==> src/rtl/vga_comp_pkg.sv <==
// vga_comp_pkg
//   Shared definitions for the layer compositor: register offsets (relative
//   to NUM_COLORS, i.e. just above the palette window), CTRL bit positions
//   and helpers to pack/unpack a {R,G,B} palette word.
//   The helpers work on a widened word (MAX_COLOR_W per channel) so they can
//   serve any COLOR_W up to MAX_COLOR_W; callers cast to their own width.
package vga_comp_pkg;

    // Register word offsets above the palette window.
    localparam int REG_LAYER_EN = 0;
    localparam int REG_TRANSP   = 1;
    localparam int REG_BKG      = 2;
    localparam int REG_CTRL     = 3;
    localparam int NUM_REGS     = 4;

    // CTRL register bits.
    localparam int CTRL_COMMIT_BIT = 0;
    localparam int CTRL_FRAME_BIT  = 1;

    localparam int MAX_COLOR_W = 16;

    typedef logic [3*MAX_COLOR_W-1:0] rgb_wide_t;
    typedef logic [MAX_COLOR_W-1:0]   chan_wide_t;

    // Channel position inside a packed {R,G,B} word, counted from the LSB.
    typedef enum logic [1:0] {
        CH_BLUE  = 2'd0,
        CH_GREEN = 2'd1,
        CH_RED   = 2'd2
    } chan_e;

    function automatic rgb_wide_t pack_rgb(input chan_wide_t r,
                                           input chan_wide_t g,
                                           input chan_wide_t b,
                                           input int unsigned cw);
        rgb_wide_t mask;
        mask = (rgb_wide_t'(1) << cw) - rgb_wide_t'(1);
        return ((rgb_wide_t'(r) & mask) << (2 * cw))
             | ((rgb_wide_t'(g) & mask) << cw)
             |  (rgb_wide_t'(b) & mask);
    endfunction

    function automatic chan_wide_t unpack_chan(input rgb_wide_t   rgb,
                                               input int unsigned cw,
                                               input chan_e       ch);
        rgb_wide_t mask;
        rgb_wide_t shifted;
        mask    = (rgb_wide_t'(1) << cw) - rgb_wide_t'(1);
        shifted = (rgb >> (32'(ch) * cw)) & mask;
        return shifted[MAX_COLOR_W-1:0];
    endfunction

endpackage

==> src/rtl/vga_palette_dbuf.sv <==
// vga_palette_dbuf
//   Double-buffered colour palette. Software writes land in the shadow copy;
//   the active copy (used by the pixel path) is refreshed from the shadow in
//   a single cycle at the vsync edge, but only when a commit is pending.
//
// Ports
//   clk_i, rst_ni          clock, synchronous active-low reset
//   wr_en_i/idx/data       shadow write port
//   vs_edge_i              one-cycle pulse at the falling edge of vsync
//   pend_set_i             request a commit at the next vsync edge
//   commit_pend_o          commit request still outstanding
//   shadow_rd_idx/data     combinational read of the shadow copy
//   active_rd_idx/data     combinational read of the active copy
module vga_palette_dbuf
    import vga_comp_pkg::*;
#(
    parameter int IDX_W   = 4,
    parameter int ENTRY_W = 12
) (
    input  logic               clk_i,
    input  logic               rst_ni,
    input  logic               wr_en_i,
    input  logic [IDX_W-1:0]   wr_idx_i,
    input  logic [ENTRY_W-1:0] wr_data_i,
    input  logic               vs_edge_i,
    input  logic               pend_set_i,
    output logic               commit_pend_o,
    input  logic [IDX_W-1:0]   shadow_rd_idx_i,
    output logic [ENTRY_W-1:0] shadow_rd_data_o,
    input  logic [IDX_W-1:0]   active_rd_idx_i,
    output logic [ENTRY_W-1:0] active_rd_data_o
);

    localparam int NUM_COLORS = 2 ** IDX_W;

    logic [ENTRY_W-1:0] shadow_q [NUM_COLORS];
    logic [ENTRY_W-1:0] active_q [NUM_COLORS];
    logic               pend_q;
    logic               pend_d;
    logic               do_commit;

    assign do_commit = vs_edge_i & pend_q;

    // A new request in the commit cycle wins, so it is not lost; it will be
    // served at the following vsync edge.
    always_comb begin
        pend_d = pend_q;
        if (do_commit) begin
            pend_d = 1'b0;
        end
        if (pend_set_i) begin
            pend_d = 1'b1;
        end
    end

    // The copy reads shadow_q before this edge's write lands, so a palette
    // write in the commit cycle only reaches the shadow.
    always_ff @(posedge clk_i) begin
        if (!rst_ni) begin
            for (int i = 0; i < NUM_COLORS; i++) begin
                shadow_q[i] <= '0;
                active_q[i] <= '0;
            end
            pend_q <= 1'b0;
        end else begin
            pend_q <= pend_d;
            if (wr_en_i) begin
                shadow_q[wr_idx_i] <= wr_data_i;
            end
            if (do_commit) begin
                for (int i = 0; i < NUM_COLORS; i++) begin
                    active_q[i] <= shadow_q[i];
                end
            end
        end
    end

    assign commit_pend_o    = pend_q;
    assign shadow_rd_data_o = shadow_q[shadow_rd_idx_i];
    assign active_rd_data_o = active_q[active_rd_idx_i];

endmodule

==> src/rtl/vga_layer_compositor.sv <==
// vga_layer_compositor
//   Picks the highest-priority opaque, enabled sprite layer for each pixel,
//   looks its colour up in a double-buffered palette and drives the VGA pins.
//   Layer 0 has the highest priority; no qualifying layer gives BKG.
//
// Ports
//   CLK, RESET_N              clock, synchronous active-low reset
//   AVL_*                     Avalon-MM slave (palette + control registers)
//   PIX_CE                    pixel strobe; the 3-stage pixel pipe advances on it
//   DISP_EN, HS_IN, VS_IN     blank and active-low syncs from the controller
//   LAYER_ON, LAYER_IDX       per-layer coverage and palette index
//   red, green, blue, hs, vs  pixel colour and syncs, all registered
//
// Avalon handshake: no wait states. A write is accepted on any edge with
// AVL_CS & AVL_WRITE; a read issued with AVL_CS & AVL_READ returns
// AVL_READDATA one cycle later, which then holds until the next read.
module vga_layer_compositor
    import vga_comp_pkg::*;
#(
    parameter int NUM_LAYERS = 4,
    parameter int IDX_W      = 4,
    parameter int COLOR_W    = 4,
    parameter int AVL_ADDR_W = 6,
    parameter int AVL_DATA_W = 16
) (
    input  logic                        CLK,
    input  logic                        RESET_N,
    input  logic                        AVL_CS,
    input  logic                        AVL_READ,
    input  logic                        AVL_WRITE,
    input  logic [AVL_ADDR_W-1:0]       AVL_ADDR,
    input  logic [AVL_DATA_W-1:0]       AVL_WRITEDATA,
    output logic [AVL_DATA_W-1:0]       AVL_READDATA,
    input  logic                        PIX_CE,
    input  logic                        DISP_EN,
    input  logic                        HS_IN,
    input  logic                        VS_IN,
    input  logic [NUM_LAYERS-1:0]       LAYER_ON,
    input  logic [NUM_LAYERS*IDX_W-1:0] LAYER_IDX,
    output logic [COLOR_W-1:0]          red,
    output logic [COLOR_W-1:0]          green,
    output logic [COLOR_W-1:0]          blue,
    output logic                        hs,
    output logic                        vs
);

    localparam int NUM_COLORS = 2 ** IDX_W;
    localparam int ENTRY_W    = 3 * COLOR_W;

    localparam logic [AVL_ADDR_W-1:0] ADDR_PAL_END  = AVL_ADDR_W'(NUM_COLORS);
    localparam logic [AVL_ADDR_W-1:0] ADDR_LAYER_EN = AVL_ADDR_W'(NUM_COLORS + REG_LAYER_EN);
    localparam logic [AVL_ADDR_W-1:0] ADDR_TRANSP   = AVL_ADDR_W'(NUM_COLORS + REG_TRANSP);
    localparam logic [AVL_ADDR_W-1:0] ADDR_BKG      = AVL_ADDR_W'(NUM_COLORS + REG_BKG);
    localparam logic [AVL_ADDR_W-1:0] ADDR_CTRL     = AVL_ADDR_W'(NUM_COLORS + REG_CTRL);

    // ---------------- Avalon register block ----------------
    logic                  avl_wr;
    logic                  avl_rd;
    logic                  addr_is_pal;
    logic                  pal_wr;
    logic                  pend_set;
    logic                  commit_pend;
    logic                  vs_edge;
    logic [ENTRY_W-1:0]    shadow_rd_data;
    logic [ENTRY_W-1:0]    active_rd_data;
    logic [AVL_DATA_W-1:0] rdata_d;
    logic                  unused_wdata;

    logic [NUM_LAYERS-1:0] layer_en_q;
    logic [IDX_W-1:0]      transp_q;
    logic [ENTRY_W-1:0]    bkg_q;
    logic                  frame_q;
    logic                  vs_prev_q;
    logic [AVL_DATA_W-1:0] rdata_q;

    assign avl_wr      = AVL_CS & AVL_WRITE;
    assign avl_rd      = AVL_CS & AVL_READ;
    assign addr_is_pal = (AVL_ADDR < ADDR_PAL_END);
    assign pal_wr      = avl_wr & addr_is_pal;
    assign pend_set    = avl_wr & (AVL_ADDR == ADDR_CTRL) & AVL_WRITEDATA[CTRL_COMMIT_BIT];
    assign vs_edge     = vs_prev_q & ~VS_IN;
    // Upper write-data bits are ignored by every register.
    assign unused_wdata = ^AVL_WRITEDATA;

    always_comb begin
        rdata_d = '0;
        if (addr_is_pal) begin
            rdata_d = AVL_DATA_W'(shadow_rd_data);
        end else if (AVL_ADDR == ADDR_LAYER_EN) begin
            rdata_d = AVL_DATA_W'(layer_en_q);
        end else if (AVL_ADDR == ADDR_TRANSP) begin
            rdata_d = AVL_DATA_W'(transp_q);
        end else if (AVL_ADDR == ADDR_BKG) begin
            rdata_d = AVL_DATA_W'(bkg_q);
        end else if (AVL_ADDR == ADDR_CTRL) begin
            rdata_d[CTRL_COMMIT_BIT] = commit_pend;
            rdata_d[CTRL_FRAME_BIT]  = frame_q;
        end
    end

    always_ff @(posedge CLK) begin
        if (!RESET_N) begin
            layer_en_q <= '1;
            transp_q   <= '1;
            bkg_q      <= '0;
            frame_q    <= 1'b0;
            vs_prev_q  <= 1'b1;
            rdata_q    <= '0;
        end else begin
            vs_prev_q <= VS_IN;
            if (vs_edge) begin
                frame_q <= ~frame_q;
            end
            if (avl_wr) begin
                if (AVL_ADDR == ADDR_LAYER_EN) begin
                    layer_en_q <= AVL_WRITEDATA[NUM_LAYERS-1:0];
                end
                if (AVL_ADDR == ADDR_TRANSP) begin
                    transp_q <= AVL_WRITEDATA[IDX_W-1:0];
                end
                if (AVL_ADDR == ADDR_BKG) begin
                    bkg_q <= AVL_WRITEDATA[ENTRY_W-1:0];
                end
            end
            if (avl_rd) begin
                rdata_q <= rdata_d;
            end
        end
    end

    assign AVL_READDATA = rdata_q;

    // ---------------- Palette ----------------
    logic [IDX_W-1:0] s1_idx_q;

    vga_palette_dbuf #(
        .IDX_W   (IDX_W),
        .ENTRY_W (ENTRY_W)
    ) u_palette (
        .clk_i            (CLK),
        .rst_ni           (RESET_N),
        .wr_en_i          (pal_wr),
        .wr_idx_i         (AVL_ADDR[IDX_W-1:0]),
        .wr_data_i        (AVL_WRITEDATA[ENTRY_W-1:0]),
        .vs_edge_i        (vs_edge),
        .pend_set_i       (pend_set),
        .commit_pend_o    (commit_pend),
        .shadow_rd_idx_i  (AVL_ADDR[IDX_W-1:0]),
        .shadow_rd_data_o (shadow_rd_data),
        .active_rd_idx_i  (s1_idx_q),
        .active_rd_data_o (active_rd_data)
    );

    // ---------------- Pixel pipeline ----------------
    logic               sel_valid;
    logic [IDX_W-1:0]   sel_idx;
    logic [ENTRY_W-1:0] out_rgb;

    logic               s1_valid_q, s1_disp_q, s1_hs_q, s1_vs_q;
    logic [ENTRY_W-1:0] s2_colour_q;
    logic               s2_disp_q, s2_hs_q, s2_vs_q;
    logic [COLOR_W-1:0] red_q, green_q, blue_q;
    logic               hs_q, vs_q;

    // Scan from the lowest priority upward so the last hit (lowest k) wins.
    always_comb begin
        sel_valid = 1'b0;
        sel_idx   = '0;
        for (int k = NUM_LAYERS - 1; k >= 0; k--) begin
            if (LAYER_ON[k] && layer_en_q[k] &&
                (LAYER_IDX[k*IDX_W +: IDX_W] != transp_q)) begin
                sel_valid = 1'b1;
                sel_idx   = LAYER_IDX[k*IDX_W +: IDX_W];
            end
        end
    end

    assign out_rgb = s2_disp_q ? s2_colour_q : '0;

    always_ff @(posedge CLK) begin
        if (!RESET_N) begin
            s1_idx_q    <= '0;
            s1_valid_q  <= 1'b0;
            s1_disp_q   <= 1'b0;
            s1_hs_q     <= 1'b1;
            s1_vs_q     <= 1'b1;
            s2_colour_q <= '0;
            s2_disp_q   <= 1'b0;
            s2_hs_q     <= 1'b1;
            s2_vs_q     <= 1'b1;
            red_q       <= '0;
            green_q     <= '0;
            blue_q      <= '0;
            hs_q        <= 1'b1;
            vs_q        <= 1'b1;
        end else if (PIX_CE) begin
            s1_idx_q    <= sel_idx;
            s1_valid_q  <= sel_valid;
            s1_disp_q   <= DISP_EN;
            s1_hs_q     <= HS_IN;
            s1_vs_q     <= VS_IN;
            s2_colour_q <= s1_valid_q ? active_rd_data : bkg_q;
            s2_disp_q   <= s1_disp_q;
            s2_hs_q     <= s1_hs_q;
            s2_vs_q     <= s1_vs_q;
            red_q       <= COLOR_W'(unpack_chan(rgb_wide_t'(out_rgb), COLOR_W, CH_RED));
            green_q     <= COLOR_W'(unpack_chan(rgb_wide_t'(out_rgb), COLOR_W, CH_GREEN));
            blue_q      <= COLOR_W'(unpack_chan(rgb_wide_t'(out_rgb), COLOR_W, CH_BLUE));
            hs_q        <= s2_hs_q;
            vs_q        <= s2_vs_q;
        end
    end

    assign red   = red_q;
    assign green = green_q;
    assign blue  = blue_q;
    assign hs    = hs_q;
    assign vs    = vs_q;

endmodule

==> config.mk <==
export PLATFORM = sky130hd
export DESIGN_NAME = vga_layer_compositor
export DESIGN_NICKNAME = d
export VERILOG_FILES = /design/src/rtl/vga_comp_pkg.sv /design/src/rtl/vga_palette_dbuf.sv /design/src/rtl/vga_layer_compositor.sv
export SDC_FILE = /design/constraint.sdc
export NUM_CORES = 1
export LEC_CHECK = 0
export ABC_CLOCK_PERIOD_IN_PS = 6500
export BUFFER_PORTS_ARGS = -buffer_cell sky130_fd_sc_hd__clkbuf_2
export CORE_ASPECT_RATIO = 1.1
export CORE_MARGIN = 3
export CORE_UTILIZATION = 51
export DETAILED_ROUTE_END_ITERATION = 10
export GPL_TIMING_DRIVEN = 0
export PLACE_DENSITY_LB_ADDON = 0.05
export SYNTH_ARGS = -nofsm -noshare
export SYNTH_HDL_FRONTEND = slang
export SYNTH_SLANG_ARGS = --single-unit
==> constraint.sdc <==
create_clock -name CLK -period 6.5 [get_ports CLK]
set_input_delay 1.3 -clock CLK [delete_from_list [all_inputs] [get_ports CLK]]
set_output_delay 1.3 -clock CLK [all_outputs]
set_load 0.005 [all_outputs]
### Yosys cells after proc, flatten, opt, wreduce, memory -nomap -nowiden

Memory sizes are Yosys's and may differ from the RTL's. A register that Yosys moved wholly into a read port is not among the register bits.
Index checks and enable logic that the tools add are counted.
Widths: inputs -> output; s select.

* register bits after elaboration: 76
* RAM bits: 384
* bits of input ports: 51
* memories kept: 2

* $lt $le $gt $ge: 1
* equal/unequal tests: 8
* multiplexer cells: 46
* bitwise gates (word level): 25
* reduce and logical (&&, ||, !) cells: 13

Memory list
* u_palette.active_q: words 16, bits a word 12, read ports 1, clocked after memory_dff 1, write ports 16, RTL line vga_palette_dbuf.sv:37 `logic [ENTRY_W-1:0] active_q [NUM_COLORS];`
* u_palette.shadow_q: words 16, bits a word 12, read ports 17, clocked after memory_dff 0, write ports 16, RTL line vga_palette_dbuf.sv:36 `logic [ENTRY_W-1:0] shadow_q [NUM_COLORS];`

Operators with widths (number)
* $mux 12: 19
* $mux 16: 3
* $mux 4: 7
* $eq 6x5->1 const B: 4
* $ne 4x4->1: 4
* $or 1x1->1: 16
* $mux 1: 14
* $reduce_or 12->1: 1
* $mux 10: 1
* $logic_and 1x1->1: 8
* $and 1x1->1: 7
* $lt 6x5->1 const B: 1
* $reduce_and 2->1: 3
* $mux 2: 2
* $not 1->1: 2
* $reduce_bool 2->1: 1

### Logic depth before layout (Yosys ltp)

Gate-level depths: netlist of the first run.

* depth in word-level cells: 8
* depth in mapped cells: 7

### By module

A second synthesis of the first run with hierarchy kept.

* cells, all modules: 1421
* area total of the unflattened synthesis: 20744.9 sq um

By module, submodules not included
* vga_palette_dbuf: instances 1, cells an instance 1068, area an instance 17359.1 sq um
* vga_layer_compositor: instances 1, cells an instance 353, area an instance 3385.7 sq um

### Least setup slack after synthesis of the first run

Ideal clock, no wire load.

* path type: input port to flip-flop
* start point: input RESET_N
* end point: memory u_palette.active_q[0][0] (enable)
* library setup time: 1528 ps
* data arrival time: 5255 ps
* required time: 4972 ps
* setup slack: -283 ps
* stages on the path: 4
* buffers on the path: 3
* cell sequence: clkbuf_1 > clkbuf_1 > clkbuf_1 > nand2_1

RTL lines
* from (decl): RTL line vga_layer_compositor.sv:27 `input logic RESET_N,`
* to (decl): RTL line vga_palette_dbuf.sv:37

==> results of run 1 <==
[worst max path at each step]
| stage | from | to | slack (ns) | cells after the start |
|---|---|---|---|---|
| 2_1_floorplan | RESET_N | u_palette.active_q[0][0]$_SDFFCE_PN0P_ | 1.65 | 4 |
| 3_3_place_gp | RESET_N | u_palette.active_q[0][7]$_SDFFCE_PN0P_ | 0.008 | 5 |
| 5_1_grt | AVL_ADDR[0] | u_palette.shadow_q[1][8]$_SDFFCE_PN0P_ | 2.63 | 6 |
| 3_5_place_dp | AVL_ADDR[0] | u_palette.shadow_q[1][7]$_SDFFCE_PN0P_ | 2.17 | 6 |
| 6_report | AVL_ADDR[0] | u_palette.shadow_q[1][5]$_SDFFCE_PN0P_ | 2.70 | 6 |
| 4_1_cts | AVL_ADDR[0] | u_palette.shadow_q[1][5]$_SDFFCE_PN0P_ | 2.75 | 6 |
[through the flow]
step                      instances  total power, mW  area [um2]  hold slack (ns)  worst slack [ns]
after global routing           2086             6.67       23200            0.503              2.63
after detailed placement       1998             3.98       21800            0.458              2.17
final                          2086             6.50       23200            0.469              2.70
after CTS                      2086             6.53       23200            0.476              2.75
after global placement         1987             3.96       21600            0.455           0.00789
after floorplan                1412             3.74       20700            0.441              1.65
[metal layers]
metal  global-route usage, %  vias up  wire (um)
met5                       0        -          8
met4                    13.2        2       2900
met3                    3.27      120       3360
met2                    45.3      469      28100
met1                    35.8     6131      23100
li1                        -     5450          -
[placed cells by master (no fill, tap or decap), types with 3 or more instances in the layout]
master,synthesis,routed
o21ai_2,0,3
nand2b_1,8,8
a22o_1,3,3
buf_2,17,17
o22a_1,8,8
clkbuf_16,0,49
clkbuf_2,0,68
nor2_1,25,25
inv_1,4,4
nand2_1,35,34
clkinv_2,0,9
buf_6,2,7
and2_1,388,388
o21ai_0,42,30
o21ai_1,0,9
a31oi_1,12,12
nor2b_1,43,43
a311o_1,4,4
a21oi_1,35,35
clkbuf_1,83,94
mux4_1,11,11
clkinv_1,0,13
buf_4,4,8
buf_1,9,9
nand3_1,9,9
dfxtp_1,76,76
xnor2_1,16,16
mux4_2,97,97
nand4_1,3,3
edfxtp_1,384,384
mux2i_1,57,57
a41oi_1,4,4
nor3_1,4,4
conb_1,1,4
[state kept, by name, indices dropped and copies added (netlist names), 12 cells and up, named ones only]
| signal | flops |
|---|---|
| AVL_READDATA | 12 |
| bkg_q | 12 |
| s2_colour_q | 12 |
| u_palette.active_q | 192 |
| u_palette.shadow_q | 192 |
[power by group through the flow]
stage          combinational (mW)  sequential, mW  clock [mW]
2_1_floorplan               0.320            3.42           0
3_3_place_gp                0.520            3.44           0
3_5_place_dp                0.535            3.44           0
4_1_cts                     0.537            3.38        2.61
5_1_grt                     0.559            3.39        2.72
6_report                    0.535            3.38        2.58
[cells by family after synthesis]
logic type,Yosys count
simple gates,524
mux,165
buf+inv,120
compound gates,122
other cells,1
xor+xnor,17
flops,460
[worst max-delay path: stages]
cell and delay (ns):
clkbuf_2 0.10, buf_2 0.44, nor2b_1 0.57, nand2_1 0.36, nor3_1 0.55, nand2b_1 0.67
[cell type report]
| cell class | instances | area (um2) |
|---|---|---|
| inverter | 4 | 15.0 |
| timing repair buffer | 79 | 469 |
| tap | 507 | 634 |
| sequential | 460 | 13100 |
| clock inverter | 28 | 179 |
| clock buffer | 60 | 1270 |
| buffer | 116 | 503 |
| multi-input combinational | 832 | 7120 |
| fill | 3127 | 16300 |
==> impl_metrics.csv, run 1 <==
group,metric,value,unit
run_status,outcome,"completed",
placement,dpl.hpwl,41.3,mm
hold_path,hold_path_end,"hs$_SDFFE_PN1P_",
die,fp.dieW,198,um
yosys,synth_top_family_by_area,"simple AND/OR/NAND/NOR gates",
layout,utilization,58.8,%
power_and_ir_drop,netSwitchingFraction,23.2,%
clock_network,numCtsBuffers,48,
yosys,muxShareOfSynthArea,14.7,%
clock_network,cts_tree,"done",
setup_path,cp.required,6.70,ns
yosys,synthSimpleGateAreaFrac,15.2,%
setup_path,start_kind,"primary input",
clock_network,clockBufferDepth,3,
clock_network,cts.sinks,460,
routing,drc,0,
timing,timing.fmax,263,MHz
die,rows,76,
die,core,0.0396,mm2
die,start_util,52.2,%
layout,areaGrowthSynthToFinish,12.5,%
yosys,synthDistinctLibCells,45,
setup_path,cp_max_fo,12,
layout,diodes,0,
yosys,yosysSeqAreaShare,63.2,%
yosys,synth_area,0.0207,mm2
yosys,synth-compound-area-share,3.67,%
yosys,synthDominantCellAreaShare,55.8,%
yosys,ys_async_sr_fraction,0,%
die,die_area,0.0430,mm2
yosys,synth_edf_count,384,
die,io_pins,81,
routing,viasPerCell,5.84,
layout,layout-drive-gt1-share,17.1,%
setup_path,critPathKind,"primary input to flop",
clock_network,cts_resized,0,
grt,grt_overflow_total,0,
clock_network,h-tree-depth,2,
timing,min_period_over_period,58.5,%
hold_path,hold_path_depth,2,
timing,slew_headroom,25.6,%
yosys,ys_top_cells_by_area,"edfxtp_1 (56%), and2_1 (12%), mux4_2 (11%)",
routing,wl_per_cell,27.5,um
setup_path,ff2ff_setup_slack,3.08,ns
setup_path,worstSetupEndpointType,"flop",
yosys,synth_ff_type,"edfxtp_1",
timing,setup_viol,0,
routing,drt_iter0_markers,1209,
clock_network,worstSkewPairLatency,0.58,ns
yosys,yosys_warnings,0,
timing,slew_viol_final,0,
yosys,synth.most_common_cell,"and2_1",
yosys,ys_ff_latch,460,
timing,rsz0062_at_grt,"false",
hold_path,hp-class,"flop to flop",
timing,min_period,3.80,ns
power_and_ir_drop,p_leak,8.35,nW
die,die_h,217,um
timing,finalClockSkew,0.0192,ns
power_and_ir_drop,p_per_area,280,mW/mm2
run,max-cap-violations,0,
clock_network,post_cts_buffers,0,
yosys,synth_commonest_cells,"and2_1 (388), edfxtp_1 (384), mux4_2 (97), clkbuf_1 (83), dfxtp_1 (76)",
clock_network,clockRootBuffer,"clkbuf_16",
routing,ant_nets,0,
clock_network,hold_buffers,0,
grt,antenna_found_initial,2,
placement,numPortBuffers,68,
power_and_ir_drop,seq_power_share,52.0,%
power_and_ir_drop,ir_worst_vdd,170,uV
grt,grt_use_total,27.2,%
timing,worst_slew_pin_slew,1.12,ns
yosys,synthAdderAreaFrac,0,%
routing,first_pass_iters,5,
yosys,synthCells,1409,
power_and_ir_drop,switchingPower,1.51,mW
setup_path,reg2reg_to,"s2_colour_q[6]$_SDFFE_PN0P_",
grt,grt_pass1_wl,82.7,mm
setup_path,r2r_cells,6,
yosys,synth_top_area_cell,"edfxtp_1",
power_and_ir_drop,power.internal,4.99,mW
hold_path,hp-start,"hs$_SDFFE_PN1P_",
routing,wirelength,57.5,mm
setup_path,arrival,4.00,ns
placement,globalplace.congestion,0.911,
routing,vias,12200,
timing,hold_violations,0,
power_and_ir_drop,combPwrFrac,8.2,%
yosys,syn_avg_cell_area,14.7,um2
yosys,synth-xor-area-share,0.721,%
clock_network,cts.clk_slew.worst_paths,0.06,ns
timing,fin_setup_tns,0,ns
power_and_ir_drop,clkPwrFrac,39.8,%
grt,grt_pass1_vias,12300,
grt,grt_max_degree,112,
layout,nNetsFinal,1592,
Power figures use the tool's default switching activity.
==> run 2: changes to the inputs <==
Settings changed: ABC_CLOCK_PERIOD_IN_PS 6500 to 3290.
Clock period 6.5 ns to 3.29 ns, I/O delays scaled along.
==> run 2 against run 1 <==
Setup slack got worse by 2.6 ns. Cell count hardly changed. Combinational power rose by 96%. Hold slack got worse by 0.18 ns. Core utilization is 0.34 points higher. Non-clock buffer count down 1. Clock power up 110%. Global-route usage fell by 0.33 points. Via count down 0.94%.
==> impl_metrics.csv, run 2 (synthesized netlist as in run 1, its figures left out) <==
group,metric,value,unit
placement,post-place-cells,1997,
setup_path,worstSetupEndpointType,"flop",
die,start_util,52.2,%
timing,worst_slew_pin_slew,1.09,ns
die,core,0.0396,mm2
timing,timing.fmax,314,MHz
timing,slew_headroom,27.4,%
clock_network,cts.sinks,460,
clock_network,worstSkewPairLatency,0.60,ns
routing,viasPerCell,5.77,
routing,wl_per_cell,27.1,um
routing,drc,0,
placement,dpl.hpwl,41.0,mm
timing,slew_viol_final,0,
placement,place_ws,-0.316,ns
layout,stdcell_area,0.0234,mm2
run_status,outcome,"completed",
hold_path,hp-start,"HS_IN",
timing,setup_viol,0,
grt,grt_pass1_wl,81.9,mm
routing,ant_nets,0,
power_and_ir_drop,ir_worst_vdd,367,uV
clock_network,cts_tree,"done",
clock_network,h-tree-depth,2,
timing,rsz0062_at_grt,"false",
die,io_pins,81,
layout,nNetsFinal,1593,
timing,fin_setup_tns,0,ns
placement,placed_area,0.0218,mm2
timing,setup_ws,0.108,ns
grt,grt_use_total,26.9,%
setup_path,cp.required,3.74,ns
clock_network,cts.clk_slew.worst_paths,0.06,ns
setup_path,arrival,3.64,ns
clock_network,cts_resized,2,
setup_path,cp_max_fo,10,
routing,wirelength,56.7,mm
layout,areaGrowthSynthToFinish,13.2,%
power_and_ir_drop,p_per_area,563,mW/mm2
placement,numPortBuffers,68,
layout,layout-drive-gt1-share,17.3,%
routing,vias,12100,
grt,grt_overflow_total,0,
layout,multiInputGateArea,0.00712,mm2
timing,finalClockSkew,0.0241,ns
setup_path,start_kind,"flop",
timing,min_period_over_period,96.7,%
layout,fill_cells,3115,
grt,antenna_found_initial,2,
setup_path,critPathSlowestCell,"buf_1",
routing,drt_iter0_markers,1055,
clock_network,clockBufferDepth,3,
power_and_ir_drop,total_power,13.2,mW
setup_path,crit_chain,"buf_2 > buf_1 > mux4_2 > mux4_2 > mux2i_1 > a21oi_1",
clock_network,numCtsBuffers,50,
die,rows,76,
power_and_ir_drop,p_leak,8.41,nW
grt,grt_pass1_vias,12100,
placement,globalplace.congestion,0.928,
hold_path,hp-class,"primary input to flop",
run,max-cap-violations,0,
die,die_area,0.0430,mm2
layout,final_cell_mix,"and2_1 (388), edfxtp_1 (384), clkbuf_1 (99)",
layout,top_regs,"u_palette.active_q x192, u_palette.shadow_q x192",
setup_path,worst-path-buf-inv,2,
die,die_h,217,um
timing,min_period,3.18,ns
setup_path,cpPeakStageDelay,0.65,ns
die,fp.dieW,198,um
clock_network,clockRootBuffer,"clkbuf_16",
clock_network,post_cts_buffers,0,
clock_network,hold_buffers,0,
setup_path,cp_top_family,"multiplexers",
layout,final_common_cell,"and2_1",
setup_path,cp_common_cell,"mux4_2",
setup_path,critPathKind,"flop to flop",
layout,seqCellArea,0.0131,mm2
layout,final_cells,2088,
grt,grt_max_degree,125,
timing,hold_violations,0,
routing,first_pass_iters,6,
-- run 2: worst paths after layout --
kind / endpoint / slack (ns) / cells past startpoint
setup / recovery: s2_colour_q[9]$_SDFFE_PN0P_ / 0.11 / 6
setup reg to reg: s2_colour_q[9]$_SDFFE_PN0P_ / 0.11 / 6
hold / removal: s1_hs_q$_SDFFE_PN1P_ / 0.29 / 3
hold reg to reg: hs$_SDFFE_PN1P_ / 0.47 / 2
-- run 2: worst register-to-register path, stage by stage, from the launching register on --
cell	delay (ns)
dfxtp_1	0.37
buf_2	0.31
buf_1	0.66
mux4_2	0.49
mux4_2	0.49
mux2i_1	0.56
a21oi_1	0.18
-- run 2: stage by stage --
stage,hold WS (ns),utilization [%]
after floorplan,0.441,-
after global placement,0.455,54.7
after detailed placement,0.462,55.1
after CTS,0.264,59.1
after global routing,0.307,59.1
final,0.290,59.1
-- run 2: layout make-up --
class                           count  area share, %
Clock buffer                       70           5.89
Inverter                            4         0.0642
Sequential cell                   460           55.8
Antenna cell                        1         0.0107
Timing Repair Buffer               78           1.99
Clock inverter                     20          0.851
Buffer                            116           2.18
Tap cell                          507           2.71
Multi-Input combinational cell    832           30.5
-- run 2: per-layer routing --
metal | share of wire, % | global-route usage (%)
met3 | 6.1 | 3.20
met1 | 40 | 35.5
met5 | 0.023 | 0
met4 | 5.1 | 12.5
met2 | 49 | 45.0
-- run 2: power by group --
group	total (mW)	switching, mW	leakage (nW)	internal [mW]
Sequential	6.67	0.106	4.42	6.57
Combinational	1.05	0.632	3.23	0.420
Clock	5.44	2.29	0.768	3.16
Total	13.2	3.02	8.41	10.1
==> run 3: changes to the inputs <==
--- a/config.mk
+++ b/config.mk
@@ -6,5 +6,5 @@
 export NUM_CORES = 1
 export LEC_CHECK = 0
-export ABC_CLOCK_PERIOD_IN_PS = 3290
+export ABC_CLOCK_PERIOD_IN_PS = 2610
 export BUFFER_PORTS_ARGS = -buffer_cell sky130_fd_sc_hd__clkbuf_2
 export CORE_ASPECT_RATIO = 1.1
@@ -14,4 +14,5 @@
 export GPL_TIMING_DRIVEN = 0
 export PLACE_DENSITY_LB_ADDON = 0.05
+export SLEW_MARGIN = 0
 export SYNTH_ARGS = -nofsm -noshare
 export SYNTH_HDL_FRONTEND = slang
==> constraint.sdc (replaced) <==
create_clock -name CLK -period 2.61 [get_ports CLK]
set_input_delay 0.522 -clock CLK [delete_from_list [all_inputs] [get_ports CLK]]
set_output_delay 0.522 -clock CLK [all_outputs]
set_load 0.01 [all_outputs]
==> run 3 against run 2 <==
Global-route usage increased by 0.26 points. Wire length increased by 1.5%. Sequential share of layout area barely moved. Core utilization about the same. Combinational power is 30% higher. Via count rose by 0.90%. Non-clock buffer count shrank 2. Die area stayed put. Register-to-register slack lost 0.04 ns. Sequential power rose by 26%. Setup slack worse by 0.042 ns. Critical path type unchanged.
==> impl_metrics.csv, run 3 (synthesized netlist as in run 1, its figures left out) <==
group,metric,value,unit
placement,placed_area,0.0218,mm2
placement,dpl.hpwl,41.1,mm
routing,wl_per_cell,27.6,um
hold_path,hp-class,"primary input to flop",
layout,layout-drive-gt1-share,18.2,%
die,core,0.0396,mm2
routing,first_pass_iters,5,
timing,timing.fmax,393,MHz
die,rows,76,
routing,drt_iter0_markers,1132,
grt,grt_use_met3,3.38,%
power_and_ir_drop,power.internal,12.6,mW
grt,grt_use_total,27.1,%
run,max-cap-violations,0,
timing,slew_viol_final,0,
timing,slew_headroom,19.9,%
grt,grt_overflow_total,0,
placement,numPortBuffers,68,
setup_path,worst-path-buf-inv,2,
setup_path,arrival,2.99,ns
setup_path,worstSetupEndpointType,"flop",
layout,nNetsFinal,1590,
power_and_ir_drop,switchingPower,3.75,mW
clock_network,clockBufferDepth,3,
layout,areaGrowthSynthToFinish,13.2,%
hold_path,hp-start,"HS_IN",
setup_path,cp_common_cell,"mux4_2",
timing,worst_slew_pin_slew,1.20,ns
layout,stdcell_area,0.0234,mm2
clock_network,worstSkewPairLatency,0.58,ns
clock_network,cts_tree,"done",
clock_network,clockRootBuffer,"clkbuf_16",
setup_path,cp_max_fo,10,
layout,utilization,59.1,%
setup_path,crit_chain,"buf_6 > buf_8 > mux4_2 > mux4_2 > mux2i_2 > a21oi_1",
setup_path,cpPeakStageDelay,0.61,ns
clock_network,cts.clk_slew.worst_paths,0.06,ns
die,die_area,0.0430,mm2
routing,wirelength,57.5,mm
power_and_ir_drop,p_leak,8.39,nW
clock_network,numCtsBuffers,48,
grt,grtUsageMet2,45.6,%
die,io_pins,81,
routing,viasPerCell,5.84,
clock_network,h-tree-depth,2,
timing,hold_violations,0,
grt,grt_pass1_wl,82.6,mm
timing,min_period_over_period,97.5,%
routing,vias,12200,
layout,final_common_cell,"and2_1",
clock_network,hold_buffers,0,
clock_network,post_cts_buffers,0,
power_and_ir_drop,p_per_area,701,mW/mm2
power_and_ir_drop,clkPwrFrac,40.3,%
timing,finalClockSkew,0.0197,ns
grt,grt_pass1_vias,12400,
placement,globalplace.congestion,0.914,
timing,setup_viol,0,
power_and_ir_drop,netSwitchingFraction,22.9,%
setup_path,cp_top_family,"multiplexers",
power_and_ir_drop,combPwrFrac,8.3,%
timing,min_period,2.54,ns
grt,gr-max-usage-layer,"met2",
die,die_h,217,um
layout,final_cell_mix,"and2_1 (388), edfxtp_1 (384), mux4_2 (97)",
grt,use_met1,35.4,%
run_status,outcome,"completed",
layout,top_regs,"u_palette.active_q x192, u_palette.shadow_q x192",
setup_path,start_kind,"flop",
grt,grt_max_degree,97,
power_and_ir_drop,seq_power_share,51.3,%
routing,ant_nets,0,
die,fp.dieW,198,um
power_and_ir_drop,ir_worst_vdd,559,uV
routing,drc,0,
setup_path,cp.required,3.06,ns
grt,antenna_found_initial,0,
clock_network,cts.sinks,460,
die,start_util,52.2,%
layout,fill_cells,3091,
setup_path,critPathSlowestCell,"mux4_2",
power_and_ir_drop,total_power,16.4,mW
setup_path,critPathKind,"flop to flop",
run 3: changes by cell type in the layout (fill, tap and decap cells not counted), sizes merged:
cell	change
clkdlybuf4s15	-1
clkinv	+6
nand2	+1
clkinvlp	-1
inv	-1
bufinv	+1
clkbuf	-9
buf	-1
run 3: cell type report:
cell class	count	area, um2	share of cell area (%)
diodes	1	2.50	0.0107
clock inverters	25	209	0.894
inverters	4	15.0	0.0642
well taps	507	634	2.71
flip-flops and latches	460	13100	55.8
multi-input cells	833	7240	31.0
plain buffers	116	526	2.25
repair buffers	76	423	1.81
clock buffers	61	1270	5.44
run 3: metrics by stage:
step	setup TNS [ns]	hold slack, ns	setup slack, ns	instances
after floorplan	0	0.441	0.0279	1412
final	0	0.191	0.0659	2083
after global placement	-431.72	0.455	-1.57	1987
after CTS	0	0.164	0.00169	2082
after detailed placement	-314.32	0.462	-1.06	1995
after global routing	-0.00566	0.176	-0.00466	2082
run 3: repair_timing:
item,4_1_cts,5_1_grt
gates resized for setup,26,11
pin swaps,1,0
endpoints found under the setup margin,238,196
gates cloned,1,0
run 3: power groups by stage:
stage,Sequential (mW),Clock [mW],Combinational (mW)
CTS,8.41,6.69,1.36
finish,8.41,6.61,1.36
global route,8.44,6.95,1.43
detailed placement,8.57,0,1.33
global placement,8.56,0,1.30
floorplan,8.51,0,0.801
run 3: layer usage:
layer / part of all wire [%] / wire length (um) / vias up
met5: 0 / 0 / -
met4: 5.1 / 2910 / 0
met3: 6.1 / 3500 / 126
met2: 49 / 28300 / 469
met1: 40 / 22800 / 6122
li1: - / - / 5450
run 3: path summary, 6_finish.rpt:
check	endpoint	slack [ns]	cells after the start
max reg2reg	s2_colour_q[4]$_SDFFE_PN0P_	0.07	6
min	s1_hs_q$_SDFFE_PN1P_	0.19	3
max	s2_colour_q[4]$_SDFFE_PN0P_	0.07	6
min reg2reg	hs$_SDFFE_PN1P_	0.47	2
run 3: worst register-to-register path, stage by stage, from the launching register on:
cell and delay [ns]:
dfxtp_1 0.40, buf_6 0.23, buf_8 0.24, mux4_2 0.63, mux4_2 0.51, mux2i_2 0.29
a21oi_1 0.11
